## src/rtl/pending_priority_encoder_pkg.sv

```systemverilog
// Shared helpers for the pending priority encoder: index/count widths, popcount, round-robin mask.
// Pure functions only; no state, no handshake.
// Used at elaboration time (widths) and in combinational logic (popcount, mask).
package penc_pkg;

  localparam int MAX_N = 64;

  // Width needed to hold values 0..n-1, never less than 1.
  function automatic int idx_width(input int n);
    int w;
    w = 0;
    while ((1 << w) < n) w++;
    return (w < 1) ? 1 : w;
  endfunction

  // Width needed to hold values 0..n.
  function automatic int cnt_width(input int n);
    return idx_width(n + 1);
  endfunction

  function automatic logic [6:0] popcount(input logic [MAX_N-1:0] v);
    logic [6:0] c;
    c = '0;
    for (int i = 0; i < MAX_N; i++) c = c + 7'(v[i]);
    return c;
  endfunction

  // Bits strictly below the last granted index. A pointer of 0 yields an empty
  // mask, so the search falls back to the full vector and wraps to N-1.
  function automatic logic [MAX_N-1:0] rr_below_mask(input logic [5:0] ptr);
    return (64'd1 << ptr) - 64'd1;
  endfunction

endpackage

```

## src/rtl/pending_priority_encoder_if.sv

```systemverilog
// Request/grant bundle between request sources, the pending encoder and its consumer.
// master: the encoder side; slave: sources plus the consumer.
// Backpressure: the consumer holds ready low to keep q/valid stable.
interface pending_priority_encoder_if
  import penc_pkg::*;
#(
  parameter int N  = 10,
  parameter int W  = idx_width(N),
  parameter int CW = cnt_width(N)
);
  logic [N-1:0]  d;
  logic          ready;
  logic [W-1:0]  q;
  logic          valid;
  logic [N-1:0]  pending;
  logic [CW-1:0] count;
  logic          dup;

  modport master (
    input  d,
    input  ready,
    output q,
    output valid,
    output pending,
    output count,
    output dup
  );

  modport slave (
    output d,
    output ready,
    input  q,
    input  valid,
    input  pending,
    input  count,
    input  dup
  );

endinterface

```

## src/rtl/pending_priority_encoder_comb.sv

```systemverilog
// Combinational N-to-W highest-set-bit encoder with an any-bit-set flag.
// Latency: zero cycles (pure combinational).
// Backpressure: none; idx is 0 when no bit is set.
module priority_encoder_comb #(
  parameter int N = 10,
  parameter int W = 4
) (
  input  logic [N-1:0] req,
  output logic [W-1:0] idx,
  output logic         any
);

  // Ascending scan so the highest set bit is the last assignment to stick.
  always_comb begin
    idx = '0;
    any = 1'b0;
    for (int i = 0; i < N; i++) begin
      if (req[i]) begin
        idx = W'(i);
        any = 1'b1;
      end
    end
  end

endmodule

```

## src/rtl/pending_priority_encoder.sv

```systemverilog
// Sticky pending-request register drained one index per valid/ready accept; optional PENC_ROUND_ROBIN_EN.
// Latency: d[i] in cycle t shows as pending/valid in cycle t+1; q/valid/count are combinational from pending.
// Backpressure: ready low holds the pending set; new requests keep accumulating and repeats raise dup.
module pending_priority_encoder
  import penc_pkg::*;
#(
  parameter int N = 10
) (
  input  logic                       clk,
  input  logic                       rst,
  pending_priority_encoder_if.master bus
);

  localparam int W  = idx_width(N);
  localparam int CW = cnt_width(N);

  logic [N-1:0] p_q;
  logic         dup_q;
  logic [W-1:0] win_idx;
  logic         win_any;
  logic         accept;
  logic [N-1:0] grant;

`ifdef PENC_ROUND_ROBIN_EN
  logic [W-1:0] ptr_q;
  logic [N-1:0] p_below;
  logic [W-1:0] lo_idx;
  logic         lo_any;
  logic [W-1:0] all_idx;
  logic         all_any;

  assign p_below = p_q & N'(rr_below_mask(6'(ptr_q)));

  priority_encoder_comb #(.N(N), .W(W)) u_enc_lo (
    .req (p_below),
    .idx (lo_idx),
    .any (lo_any)
  );

  priority_encoder_comb #(.N(N), .W(W)) u_enc_all (
    .req (p_q),
    .idx (all_idx),
    .any (all_any)
  );

  // Nothing below the pointer means the search wraps to the top of the vector.
  assign win_idx = lo_any ? lo_idx : all_idx;
  assign win_any = all_any;

  always_ff @(posedge clk) begin
    if (rst) begin
      ptr_q <= '0;
    end else if (accept) begin
      ptr_q <= win_idx;
    end
  end
`else
  priority_encoder_comb #(.N(N), .W(W)) u_enc (
    .req (p_q),
    .idx (win_idx),
    .any (win_any)
  );
`endif

  assign accept = win_any && bus.ready;
  assign grant  = accept ? ({{(N-1){1'b0}}, 1'b1} << win_idx) : '0;

  // A request landing on its own grant cycle re-sets the bit: d wins over the clear.
  always_ff @(posedge clk) begin
    if (rst) begin
      p_q   <= '0;
      dup_q <= 1'b0;
    end else begin
      p_q   <= (p_q & ~grant) | bus.d;
      dup_q <= |(bus.d & p_q & ~grant);
    end
  end

  assign bus.q       = win_idx;
  assign bus.valid   = win_any;
  assign bus.pending = p_q;
  assign bus.count   = CW'(popcount(64'(p_q)));
  assign bus.dup     = dup_q;

endmodule

```

## src/flat_wrapper.sv

```systemverilog
// flat-port wrapper written by rule: the top's interface ports become plain ports
module pending_priority_encoder_flat import penc_pkg::*;
#(
  parameter int N = 10
)
  (clk, rst, bus_d, bus_ready, bus_q, bus_valid, bus_pending, bus_count, bus_dup);
  pending_priority_encoder_if #(.N(N)) bus_i ();
  input  logic clk;
  input  logic rst;
  input wire logic [$bits(bus_i.d)-1:0] bus_d;
  input wire logic [$bits(bus_i.ready)-1:0] bus_ready;
  output wire logic [$bits(bus_i.q)-1:0] bus_q;
  output wire logic [$bits(bus_i.valid)-1:0] bus_valid;
  output wire logic [$bits(bus_i.pending)-1:0] bus_pending;
  output wire logic [$bits(bus_i.count)-1:0] bus_count;
  output wire logic [$bits(bus_i.dup)-1:0] bus_dup;
  assign bus_i.d = bus_d;
  assign bus_i.ready = bus_ready;
  assign bus_q = bus_i.q;
  assign bus_valid = bus_i.valid;
  assign bus_pending = bus_i.pending;
  assign bus_count = bus_i.count;
  assign bus_dup = bus_i.dup;
  pending_priority_encoder #(.N(N)) u_core (.clk(clk), .rst(rst), .bus(bus_i));
endmodule
```

## config.mk

```make
export PLATFORM = sky130hd
export DESIGN_NAME = pending_priority_encoder_flat
export DESIGN_NICKNAME = d
export VERILOG_FILES = /design/src/rtl/pending_priority_encoder_pkg.sv /design/src/rtl/pending_priority_encoder_if.sv /design/src/rtl/pending_priority_encoder_comb.sv /design/src/rtl/pending_priority_encoder.sv /design/src/flat_wrapper.sv
export SDC_FILE = /design/constraint.sdc
export NUM_CORES = 1
export LEC_CHECK = 0
export ABC_AREA = 1
export BUFFER_PORTS_ARGS = -buffer_cell sky130_fd_sc_hd__buf_2
export CORE_ASPECT_RATIO = 0.75
export CORE_UTILIZATION = 26
export CTS_CLUSTER_SIZE = 30
export DETAILED_ROUTE_END_ITERATION = 16
export GPL_TIMING_DRIVEN = 0
export HOLD_SLACK_MARGIN = 0.15
export MAX_ROUTING_LAYER = met4
export PLACE_DENSITY = 0.45
export SKIP_LAST_GASP = 1
export SLEW_MARGIN = 10
export SYNTH_ARGS = -nofsm -noshare
export SYNTH_HDL_FRONTEND = slang
export SYNTH_SLANG_ARGS = --single-unit
```

## constraint.sdc

```tcl
create_clock -name clk -period 8.2 [get_ports clk]
set_input_delay 1.64 -clock clk [delete_from_list [all_inputs] [get_ports clk]]
set_output_delay 1.64 -clock clk [all_outputs]
set_load 0.05 [all_outputs]
```

==> impl_metrics.env <==
export IMPL_status="finished clean"
export IMPL_worst_ep_required_time_ns=6.56
export IMPL_synth_cells=122
export IMPL_layout_commonest_cell="buf_2"
export IMPL_startpoint="u_core.bus.pending[1]"
export IMPL_grt_max_degree=11
export IMPL_cap_violations=0
export IMPL_post_dp_cell_area_um2=1090
export IMPL_gp_congestion=0.841
export IMPL_powerDensity_nw_per_um2=235
export IMPL_first_pass_iters=5
export IMPL_viasPerCell=4.71
export IMPL_num_rows=17
export IMPL_min_period_over_period_pct=65.4
export IMPL_grt_overflow=0
export IMPL_core_area_um2=3080
export IMPL_final_cell_area_um2=1130
export IMPL_fin_tns_setup_ns=0
export IMPL_grt_pass1_vias=881
export IMPL_peakVddDrop_v=0.0000873
export IMPL_routedWlPerCell_um=12.2
export IMPL_r2r_cells=13
export IMPL_antenna_left=0
export IMPL_endpoint="bus_count[2]"
export IMPL_drt_iter0_drc=53
export IMPL_critPathMaxFanout=6
export IMPL_p_leak_nw=0.612
export IMPL_startpoint_type="flop"
export IMPL_clk_latency_ns=0.24
export IMPL_timing_hold_ws_ns=0.553
export IMPL_yosys_warnings=0
export IMPL_clock_skew_ns=0.000932
export IMPL_port_buffers=32
export IMPL_synth_distinct_cells=21
export IMPL_grt_total_usage_pct=14.5
export IMPL_setup_violations=0
export IMPL_syn2layout_area_growth_pct=28.8
export IMPL_cts_sinks=11
export IMPL_fin_cells=196
export IMPL_path_class="reg2out"
export IMPL_clk_pin_slew_ns=0.05
export IMPL_cts_hold_fix_buffers=0
export IMPL_numCtsBuffers=3
export IMPL_rsz0062_at_grt="false"
export IMPL_fmax_ghz=0.187
export IMPL_insertedDiodeCount=0
export IMPL_final_cell_mix="buf_2, inv_1, nand2_1, nor2_1, nand3_1"
export IMPL_syn_area_um2=881
export IMPL_r2r_end="u_core.bus.dup"
export IMPL_syn_num_nets=147
export IMPL_regToRegSetupSlack_ns=6.31
export IMPL_drive_above_1_share_pct=31.0
export IMPL_die_height_um=52.4
export IMPL_relSlewSlack_pct=68.8
export IMPL_dieArea_um2=3630
export IMPL_worst_slew_pin_slew_ns=0.467
export IMPL_cts_root_buf="clkbuf_8"
export IMPL_routed_wl_um=2380
export IMPL_cts_resized=0
export IMPL_initial_core_util_pct=28.6
export IMPL_final_nets=184
export IMPL_postCtsSetupBuffers=0
export IMPL_htree_levels=1
export IMPL_r2r_start="u_core.bus.pending[5]"
export IMPL_finalHoldViolCount=0
export IMPL_num_vias=923
export IMPL_syn_area_per_cell_um2=7.22
export IMPL_cts_path_max_buffers=2
export IMPL_die_w_um=69.2
export IMPL_critPathArrivalTime_ns=3.72
export IMPL_antenna_found_initial=0
export IMPL_dp_hpwl_um=2040
export IMPL_final_util_pct=36.8
export IMPL_drc=0
export IMPL_cts_tree="done"
export IMPL_crit_path_end_kind="output port"
export IMPL_ys_seq_elements=11
export IMPL_report_final_slew_viol_count=0
export IMPL_period_needed_ns=5.36
export IMPL_place_inst=192
export IMPL_io_pins=33
export IMPL_holdPathStages=2
export IMPL_grt_pass1_wl_um=3870
export IMPL_seq_area_frac_synth_pct=25.0
export IMPL_min_path_type="reg2reg"
## worst max-delay path, stage by stage, from the launching register on
cell and delay, ns:
dfxtp_1 0.42, inv_1 0.06, ha_1 0.27, inv_1 0.04
fa_1 0.49, fa_1 0.44, fa_1 0.49, inv_1 0.05
fa_1 0.40, fa_1 0.40, xor2_1 0.15, buf_2 0.27
## per-layer routing
| metal | global-route usage, % | up-vias | wire length [um] |
|---|---|---|---|
| li1 | - | 455 | - |
| met1 | 18.9 | 417 | 1130 |
| met2 | 21.5 | 47 | 994 |
| met3 | 5.00 | 4 | 235 |
| met4 | 3.40 | 0 | 22 |
| met5 | - | - | 0 |
## how the worst min path moves through the flow
| stage | startpoint | endpoint | slack (ns) |
|---|---|---|---|
| 6_report | u_core.bus.pending[9] | u_core.bus.pending[9] | 0.55 |
| 3_3_place_gp | u_core.bus.pending[2] | u_core.bus.pending[2] | 0.50 |
| 2_1_floorplan | u_core.bus.pending[2] | u_core.bus.pending[2] | 0.74 |
| 4_1_cts | u_core.bus.pending[9] | u_core.bus.pending[9] | 0.56 |
| 5_1_grt | u_core.bus.pending[9] | u_core.bus.pending[9] | 0.57 |
| 3_5_place_dp | u_core.bus.pending[9] | u_core.bus.pending[9] | 0.55 |
## synth_stat cells (all sizes together)
cell type	n	area, um2
nand3b	1	7.51
nor2	24	110
a31oi	1	6.26
clkbuf	1	3.75
o21bai	1	7.51
nand4	1	6.26
xor2	1	8.76
dfxtp	11	220
a21oi	11	66.3
inv	21	78.8
nand3	14	75.1
nand2	22	90.1
ha	6	75.1
fa	6	120
o21ai	1	5.00
## stage by stage
| step | worst slack, ns | power, mW |
|---|---|---|
| 2_1_floorplan | 2.50 | 0.184 |
| 5_1_grt | 2.69 | 0.284 |
| 3_3_place_gp | 3.14 | 0.208 |
| 6_report | 2.84 | 0.266 |
| 3_5_place_dp | 3.08 | 0.212 |
| 4_1_cts | 2.81 | 0.269 |
## flip-flops by register name (all words and copies together), names as in the netlist
register / count
u_core.bus.dup: 1
u_core.bus.pending: 10
## where the power goes
part / switching [mW] / total (mW) / internal, mW / leakage, nW
Sequential: 0.00573 / 0.0635 / 0.0577 / 0.0923
Clock: 0.0228 / 0.0564 / 0.0336 / 0.0255
Combinational: 0.109 / 0.146 / 0.0376 / 0.495
Total: 0.137 / 0.266 / 0.129 / 0.612
## layout make-up
class                      count  area (um2)
clock inverter                 1        5.00
multi-input combinational     89         578
timing repair buffer          32         160
inverter                      21        78.8
buffer                         1        3.75
fill                         339        1950
tap                           38        47.5
clock buffer                   3        41.3
sequential                    11         220
## cell families after synthesis
kind of cell / after synthesis / share of synthesized area (%)
xor+xnor: 1 / 0.994
buf+inv: 22 / 9.38
fa+ha+maj: 12 / 22.2
compound gates: 14 / 9.66
simple gates: 62 / 32.8
flops: 11 / 25.0
Power figures use the tool's default switching activity.
